--- config.mk ---
export PLATFORM = sky130hd
export DESIGN_NAME = sram_port_arbiter
export DESIGN_NICKNAME = d
export VERILOG_FILES = /design/src/rtl/sram_port_arbiter.sv
export SDC_FILE = /design/constraint.sdc
export NUM_CORES = 1
export LEC_CHECK = 0
export ABC_AREA = 1
export CORE_AREA = 3 3 82 84
export CTS_CLUSTER_SIZE = 25
export DETAILED_ROUTE_END_ITERATION = 8
export DIE_AREA = 0 0 85 87
export PLACE_DENSITY = 0.76
export SYNTH_ARGS = -nofsm -noshare
export SYNTH_HDL_FRONTEND = slang
export SYNTH_SLANG_ARGS = --single-unit
--- constraint.sdc ---
create_clock -name clk -period 2.5 [get_ports clk]
set_input_delay 0.5 -clock clk [delete_from_list [all_inputs] [get_ports clk]]
set_output_delay 0.5 -clock clk [all_outputs]
set_load 0.05 [all_outputs]
--- src/rtl/sram_port_arbiter.sv ---
// Two-port (instruction fetch / data) arbiter in front of a single-port byte-write SRAM.
// Optional build macro SRAM_ARB_RR_EN: round-robin contention instead of fixed-priority.
module sram_port_arbiter #(
  parameter int unsigned NB_COL    = 4,
  parameter int unsigned COL_WIDTH = 8,
  parameter int unsigned RAM_DEPTH = 8192,
  parameter int unsigned AW        = 13,
  parameter int unsigned MAX_BURST = 4
) (
  input  logic                          clk,
  input  logic                          rst_n,
  input  logic                          i_req_valid,
  output logic                          i_req_ready,
  input  logic [AW-1:0]                 i_req_addr,
  output logic                          i_rsp_valid,
  output logic [NB_COL*COL_WIDTH-1:0]   i_rsp_rdata,
  input  logic                          d_req_valid,
  output logic                          d_req_ready,
  input  logic [AW-1:0]                 d_req_addr,
  input  logic [NB_COL*COL_WIDTH-1:0]   d_req_wdata,
  input  logic [NB_COL-1:0]             d_req_wstrb,
  output logic                          d_rsp_valid,
  output logic [NB_COL*COL_WIDTH-1:0]   d_rsp_rdata,
  output logic                          sram_ena,
  output logic [AW-1:0]                 sram_addr,
  output logic [NB_COL-1:0]             sram_wea,
  output logic [NB_COL*COL_WIDTH-1:0]   sram_wdata,
  input  logic [NB_COL*COL_WIDTH-1:0]   sram_rdata
);

  localparam int unsigned DW = NB_COL * COL_WIDTH;

  if (AW != $clog2(RAM_DEPTH)) begin : g_bad_aw
    $error("AW must equal clog2(RAM_DEPTH)");
  end

  logic i_gnt, d_gnt;
  logic i_own_q, d_own_q;

`ifdef SRAM_ARB_RR_EN
  // 1 = data port was granted last
  logic last_d_q, last_d_d;

  always_comb begin
    i_gnt = 1'b0;
    d_gnt = 1'b0;
    if (i_req_valid && d_req_valid) begin
      if (last_d_q) i_gnt = 1'b1;
      else          d_gnt = 1'b1;
    end else begin
      i_gnt = i_req_valid;
      d_gnt = d_req_valid;
    end
  end

  always_comb begin
    last_d_d = last_d_q;
    if (d_gnt)      last_d_d = 1'b1;
    else if (i_gnt) last_d_d = 1'b0;
  end

  always_ff @(posedge clk or negedge rst_n) begin
    if (!rst_n) last_d_q <= 1'b0;
    else        last_d_q <= last_d_d;
  end
`else
  localparam int unsigned BW = (MAX_BURST > 0) ? $clog2(MAX_BURST + 1) : 1;

  logic [BW-1:0] burst_q, burst_d;
  logic          burst_full;

  assign burst_full = (MAX_BURST != 0) && (burst_q == BW'(MAX_BURST));

  always_comb begin
    i_gnt = 1'b0;
    d_gnt = 1'b0;
    if (i_req_valid && d_req_valid) begin
      if (burst_full) i_gnt = 1'b1;
      else            d_gnt = 1'b1;
    end else begin
      i_gnt = i_req_valid;
      d_gnt = d_req_valid;
    end
  end

  // Counts D grants that made a waiting I requester wait; saturates at MAX_BURST.
  always_comb begin
    burst_d = burst_q;
    if (!i_req_valid || i_gnt) begin
      burst_d = '0;
    end else if (d_gnt && (burst_q != BW'(MAX_BURST))) begin
      burst_d = burst_q + 1'b1;
    end
  end

  always_ff @(posedge clk or negedge rst_n) begin
    if (!rst_n) burst_q <= '0;
    else        burst_q <= burst_d;
  end
`endif

  assign i_req_ready = i_gnt;
  assign d_req_ready = d_gnt;

  always_comb begin
    sram_ena   = i_gnt | d_gnt;
    sram_addr  = '0;
    sram_wea   = '0;
    sram_wdata = '0;
    if (d_gnt) begin
      sram_addr  = d_req_addr;
      sram_wea   = d_req_wstrb;
      sram_wdata = d_req_wdata;
    end else if (i_gnt) begin
      sram_addr = i_req_addr;
    end
  end

  always_ff @(posedge clk or negedge rst_n) begin
    if (!rst_n) begin
      i_own_q <= 1'b0;
      d_own_q <= 1'b0;
    end else begin
      i_own_q <= i_gnt;
      d_own_q <= d_gnt;
    end
  end

  assign i_rsp_valid = i_own_q;
  assign d_rsp_valid = d_own_q;
  assign i_rsp_rdata = i_own_q ? sram_rdata : DW'(0);
  assign d_rsp_rdata = d_own_q ? sram_rdata : DW'(0);

endmodule

After elaboration in Yosys (flattened, before gate mapping)

Index checks and enable logic that the tools add are counted.

Output and inout port bits: 118
Register bits: 5
Bits of input ports: 98
Logic and storage cells: 24

Add/subtract/negate cells: 1
Reductions and logical operators: 5
Muxes and demuxes: 12
Equality and inequality tests: 2
Bitwise operators: 1

Operators with widths:

| kind                | count |
|---|---|
| $mux 32             | 3 |
| $mux 13             | 2 |
| $mux 3              | 2 |
| $mux 1              | 4 |
| $mux 4              | 1 |
| $add 3x1->3 const B | 1 |
| $eq 3x3->1 const B  | 1 |
| $ne 3x3->1 const B  | 1 |
| $logic_and 1x1->1   | 2 |
| $reduce_bool 2->1   | 1 |
| $logic_not 1->1     | 1 |
| $logic_or 1x1->1    | 1 |
| $or 1x1->1          | 1 |

Longest topological paths before layout

Gate-level depths: netlist of run 1.

Depth in word-level cells: 6
Mapped depth: 8
Gate-level depth less buffers: 7

Least setup slack after synthesis of run 1

Ideal clock, no wire load.

Path type: reg-to-output
From: register burst_q[0]
To: output sram_wdata[11]
Stages on the path, launching flop included: 9
Arrival: 1695 ps
Path slack: 305 ps
Buffers on the path: 1
Data required time: 2000 ps
Cell sequence: dfrtp_1 inv_1 ha_1 nand2_1 nand2_2 nand2_4 inv_4 buf_6 nor2_1

Longest elaborated chain between the ends: 4

Ends and longest elaborated chain:

| item                     | line | text |
|---|---|---|
| start: declaration       | 69   | `logic [BW-1:0] burst_q, burst_d;` |
| start signal: assignment | 98   | `else burst_q <= burst_d;` |
| $eq 3x3->1               | 72   | `assign burst_full = (MAX_BURST != 0) && (burst_q == BW'(MAX_BURST));` |
| $mux 1                   | 78   | `if (burst_full) i_gnt = 1'b1;` |
| $mux 1                   | 77   | `if (i_req_valid && d_req_valid) begin` |
| $mux 32                  | 110  | `if (d_gnt) begin` |
| end: declaration         | 27   | `output logic [NB_COL*COL_WIDTH-1:0] sram_wdata,` |

Every way passes these cells.

Final worst setup path of run 1

From: input d_req_valid
To: output sram_wdata[19]

Longest elaborated chain between the ends: 3

Ends and longest elaborated chain:

| item               | line | text |
|---|---|---|
| start: declaration | 17   | `input logic d_req_valid,` |
| $logic_and 1x1->1  | 77   |  |
| $mux 1 (*)         | 77   |  |
| $mux 32 (*)        | 110  |  |

Every way passes the cells marked *; elsewhere a longest branch is shown, timed or not.

==> results of run 1 <==
-- power groups by stage --
stage,clock [uW],combinational (uW),sequential (uW)
finish,147,1260,86.2
global route,158,1300,86.4
CTS,151,1270,86.3
detailed placement,0,1260,87.3
global placement,0,1250,87.2
floorplan,0,539,95.6
-- worst reg2reg max path, cell delays in order (launching register included) --
cell	delay, ns
dfrtp_1	0.38
inv_1	0.07
ha_1	0.13
nand2_1	0.10
a21oi_1	0.28
-- logic make-up after synthesis --
kind of cell               share of synthesized area
AOI/OAI and AO/OA                            0.00407
xor gates and xnor gates                     0.00714
adders and majority gates                     0.0204
buffers and inverters                          0.383
DFF                                            0.102
and+or+nand+nor                                0.483
-- through the flow --
step / instances / cell area, um^2 / total power [uW]
2_1_floorplan: 274 / 1230 / 635
3_3_place_gp: 557 / 4590 / 1330
3_5_place_dp: 557 / 4590 / 1350
4_1_cts: 561 / 4640 / 1500
5_1_grt: 561 / 4640 / 1550
6_report: 561 / 4640 / 1490
-- routing by layer --
| metal | track usage | up-vias |
|---|---|---|
| met2 | 0.373 | 139 |
| li1 | - | 1154 |
| met4 | 0.0475 | 0 |
| met1 | 0.166 | 964 |
| met3 | 0.0643 | 10 |
| met5 | 0 | - |
-- worst paths after layout --
path / start / depth (start not counted) / to
max in group asynchronous: rst_n / 1 / burst_q[2]
min in group asynchronous: rst_n / 1 / i_rsp_valid
worst max-delay path: d_req_valid / 6 / sram_wdata[19]
worst max register to register: burst_q[0] / 4 / i_rsp_valid
worst min register to register: burst_q[0] / 1 / burst_q[0]
worst min-delay path: burst_q[0] / 1 / burst_q[0]
-- layout make-up --
class	instances	area, um^2	area share
repair buffers	220	3350	0.721
multi-input cells	152	634	0.137
inverters	105	397	0.0855
flip-flops and latches	5	125	0.0270
well taps	75	93.8	0.0202
clock buffers	4	45.0	0.00971
-- cell usage after synthesis (all sizes together) --
cell | number | area share
clkbuf | 6 | 0.018
nor2 | 39 | 0.12
inv | 105 | 0.32
a21oi | 1 | 0.0041
xnor2 | 1 | 0.0071
or2 | 1 | 0.0051
ha | 2 | 0.020
dfrtp | 5 | 0.10
nand2 | 94 | 0.30
nand3 | 14 | 0.057
buf | 6 | 0.042
-- flip-flops by register name, indices dropped and copies added, names as in the netlist --
| signal | cells |
|---|---|
| i_rsp_valid | 1 |
| d_rsp_valid | 1 |
| burst_q | 3 |
==> metrics.txt, run 1 <==
vias in the first global route 2194; Sink Count 5; Setup crit end kind output pin; max-slew violation count 0; peak supply drop 230 uV; syn nets 374; Max Cap Violations 0; metal2 WL 4230 um; Final setup viols 0; Clock Latency Late Sink 0.22 ns; Leak 0.00260 uW; worst reg2reg setup slack 1.42 ns; Worst Hold Class flip-flop to flip-flop; Initial Util 0.205; Antenna Cells 0; Gate power share 0.843; YS warnings 0; dpl hpwl 6770 um; area delta synth->final 278%; routed vias 2267; largest net degree at the start of global routing 37; status complete, no violations; utilization after layout 0.775; hold_ws 0.451 ns; Routed Antenna Nets 0; cells after synthesis 274; CTS Root Buffer Type clkbuf_8; DRC viols 0; GRT overflow 0; Int Pwr 793 uW; Inserted Clock Buffers 3; Setup CP Type input port to output pin; TritonCTS clock tree done; Vert. Die Dim 87 um; Critical Path Start Type input port; setup ws final 0.0710 ns; worst rel slew slack 0.769; PD cells 321 mW/mm^2; crit path max fanout 36; critical-path cell list clkdlybuf4s50_1 > nand2_2 > nand2_4 > inv_4 > nor2_1 > buf_12; layout cell share with drive strength beyond 1 0.278; Final nets 587; final hold viol count 0; crit path buf inv count 3; Metal-1 WL 2200 um; Top Layer Used met4; sequential area share after synthesis 0.102; clk buf depth 2; syn avg cell area 4.48 um^2; most frequent cells in the layout buf_12 (116), inv_1 (103), clkdlybuf4s50_1 (97); hold buffers post-CTS 0; cell family with most CP delay buffers and inverters; initial drt markers 47; Clock Power Share 0.099; Core Box Area 0.00599 mm^2; WL/cell 13.1 um; most common cell after layout, fill and taps aside buf_12; I/O pins 216; Psw 696 uW; met3 wire len 821 um; Sequential Power Share 0.058; Die X-Extent 85 um; Period Utilization, post-route 0.972; first-pass GRT wire length 10700 um; Worst Skew 0.00174 ns; Filler cells 374; RSZ-0062 raised after global routing true; peak per-stage delay on the critical path 0.57 ns; # port buffers 215; Switching Fraction 0.467; Peak Freq 412 MHz; final wirelength 7370 um; antenna violations before repair 0; total track usage 0.182; Final Critical Period 2.43 ns; Least-Margin Pin Slew 0.346 ns; Post-CTS Resized 0; Reg clk slew, reported paths 0.03 ns; setup repair bufs after CTS 0; setup TNS 0 ns; required time of the critical path 2.00 ns; Mapped Area 0.00123 mm^2; Site Rows 28; #FFs+latches synth 5; Yosys cell types 18; Via density 4.04; depth of the CTS H-tree 1; crit path max-delay cell type clkdlybuf4s50_1; pre-CTS setup slack 0.0766 ns; die area 0.00740 mm^2; first-pass detailed-route iteration total 4; Critical Path AT 1.93 ns; Final GP Congestion 0.793
No activity file was read; power rests on OpenSTA's default activity.
==> run 2: changes to the inputs <==
--- a/config.mk
+++ b/config.mk
@@ -7,6 +7,7 @@
 export LEC_CHECK = 0
 export ABC_AREA = 1
 export CORE_AREA = 3 3 82 84
+export CTS_CLUSTER_DIAMETER = 60
 export CTS_CLUSTER_SIZE = 25
 export DETAILED_ROUTE_END_ITERATION = 8
 export DIE_AREA = 0 0 85 87
==> results of run 2 <==
No change in the layout: final DEF, timing and power equal those of run 1.
==> run 3: changes to the inputs <==
==> constraint.sdc (replaced) <==
create_clock -name clk -period 2.5 [get_ports clk]
set_input_delay 0.25 -clock clk [delete_from_list [all_inputs] [get_ports clk]]
set_output_delay 0.25 -clock clk [all_outputs]
set_load 0.05 [all_outputs]
==> run 3 against run 2 <==
  * Combinational power fell by 13%
  * Count of clock-buffer cells in the layout did not move
  * Total power fell by 11%
  * Hold slack got worse by 0.19 ns
  * Non-clock buffer count fell by 2
  * Global-route usage fell by 1.7 points
  * Fmax rose by 8.3%
  * First-iteration DRC count rose by 2.1%
==> metrics.txt, run 3 (same netlist as run 1, synthesis figures left out) <==
critical-path cell list inv_1 > ha_1 > nand2_1 > nand2_2 > nand2_4 > inv_4 > nor2_1 > buf_12; PD cells 338 mW/mm^2 (+5.3%); most frequent cells in the layout clkdlybuf4s50_1 (141), inv_1 (103), nand2_1 (91); crit path buf inv count 3 (unchanged); met3 wire len 766 um (-6.7%); Antenna Cells 0 (unchanged); crit path max-delay cell type dfrtp_1; worst reg2reg setup slack 1.19 ns (-0.23 ns); Metal-1 WL 2130 um (-3.1%); final hold viol count 0 (unchanged); Setup CP Type flip-flop to output pin; Reg-to-Reg End d_rsp_valid; final wirelength 6620 um (-10%); Period Utilization, post-route 0.897 (-0.0744); Clock Latency Late Sink 0.21 ns (about the same); Final Critical Period 2.24 ns (-0.186 ns); Final setup viols 0 (unchanged); Final GP Congestion 0.750 (-5.5%); WL/cell 11.8 um (-9.9%); FF-to-FF path depth 5 (+1); Cell Area, Placed 0.00386 mm^2 (-16%); GRT overflow 0 (unchanged); total track usage 0.164 (-0.0173); Filler cells 481 (+29%); largest net degree at the start of global routing 37 (unchanged); Largest Register burst_q; Vert. Die Dim 87 um (unchanged); Critical Path Start Type flip-flop; Top Layer Used met4; DRC viols 0 (unchanged); I/O pins 216 (unchanged); peak supply drop 237 uV (+3.3%); setup TNS 0 ns (unchanged); # port buffers 215 (unchanged); dpl hpwl 6020 um (-11%); max-slew violation count 0 (unchanged); routed vias 2195 (-3.2%); initial drt markers 48 (+2.1%); RSZ-0062 raised after global routing false; clk buf depth 2 (unchanged); Sink Count 5 (unchanged); Core Box Area 0.00599 mm^2 (unchanged); layout cell share with drive strength beyond 1 0.182 (-0.0960); pre-CTS setup slack 0.355 ns (+0.279 ns); Routed Antenna Nets 0 (unchanged); placed cell count 555 (-0.36%); setup repair bufs after CTS 0 (unchanged); cell family with most CP delay simple AND/OR/NAND/NOR gates; Reg clk slew, reported paths 0.03 ns (about the same); Post-CTS Resized 0 (unchanged); Setup crit end kind output pin; max reg flops 3 (unchanged); worst r2r src burst_q[0]; area delta synth->final 218%; status complete, no violations; Peak Freq 446 MHz (+8.3%); final cell count without fillers 559 (-0.36%); Inserted Clock Buffers 3 (unchanged); first-pass detailed-route iteration total 5 (+1); Least-Margin Pin Slew 0.520 ns (+0.174 ns); first-pass GRT wire length 9960 um (-6.7%); depth of the CTS H-tree 1 (unchanged); TritonCTS clock tree done; Critical Path AT 1.99 ns (+0.06 ns); Site Rows 28 (unchanged); Worst Skew 0.00113 ns (-0.000611 ns); setup ws final 0.257 ns (+0.186 ns); Die X-Extent 85 um (unchanged); vias in the first global route 2116 (-3.6%); metal2 WL 3700 um (-13%); CTS Root Buffer Type clkbuf_8; post-route cell area 0.00391 mm^2 (-16%); antenna violations before repair 0 (unchanged); Via density 3.93 (-2.8%); Worst Hold Class input port to asynchronous set/reset pin; Initial Util 0.205 (unchanged); crit path max fanout 36 (unchanged); worst rel slew slack 0.652 (-0.117); die area 0.00740 mm^2 (unchanged); most common cell after layout, fill and taps aside clkdlybuf4s50_1; Final nets 585 (-0.34%); required time of the critical path 2.25 ns (+0.25 ns); hold buffers post-CTS 0 (unchanged); Max Cap Violations 0 (unchanged); Leak 0.00229 uW (-12%); peak per-stage delay on the critical path 0.38 ns (-0.19 ns)
## run 3: cell types whose count changed in the layout (fill, tap and decap cells not counted), sizes merged
cell,before,now
buf,123,77
clkdlybuf4s50,97,141
## run 3: metrics by stage
stage	hold slack (ns)	utilization	power, uW
after floorplan	-0.0456	-	635
after global placement	0.447	0.645	1170
after detailed placement	0.451	0.645	1190
after CTS	0.260	0.652	1330
after global routing	0.280	0.652	1380
final	0.257	0.652	1320
## run 3: per-layer routing
layer / vias up / global-route usage
li1: 1144 / -
met1: 922 / 0.163
met2: 127 / 0.333
met3: 2 / 0.0530
met4: 0 / 0.0259
met5: - / 0
## run 3: worst max path at each step
stage / from / endpoint / cells after the start
after floorplan: burst_q[0] / sram_wdata[11] / 8
after global placement: d_req_valid / sram_wdata[2] / 6
after detailed placement: d_req_valid / sram_wdata[29] / 6
after CTS: burst_q[0] / sram_wdata[22] / 8
after global routing: burst_q[0] / sram_wdata[7] / 8
final: burst_q[0] / sram_wdata[22] / 8
## run 3: layout make-up
cell class	instances	area, um^2	share of cell area
tap	75	93.8	0.0240
clock buffer	4	45.0	0.0115
multi-input combinational	152	632	0.162
inverter	105	397	0.102
sequential	5	125	0.0320
timing repair buffer	218	2620	0.669
## run 3: report_power, final
group	switching [uW]	total, uW	internal (uW)
registers	1.49	86.3	84.8
logic	617	1090	472
clock network	34.1	143	109
total	653	1320	666
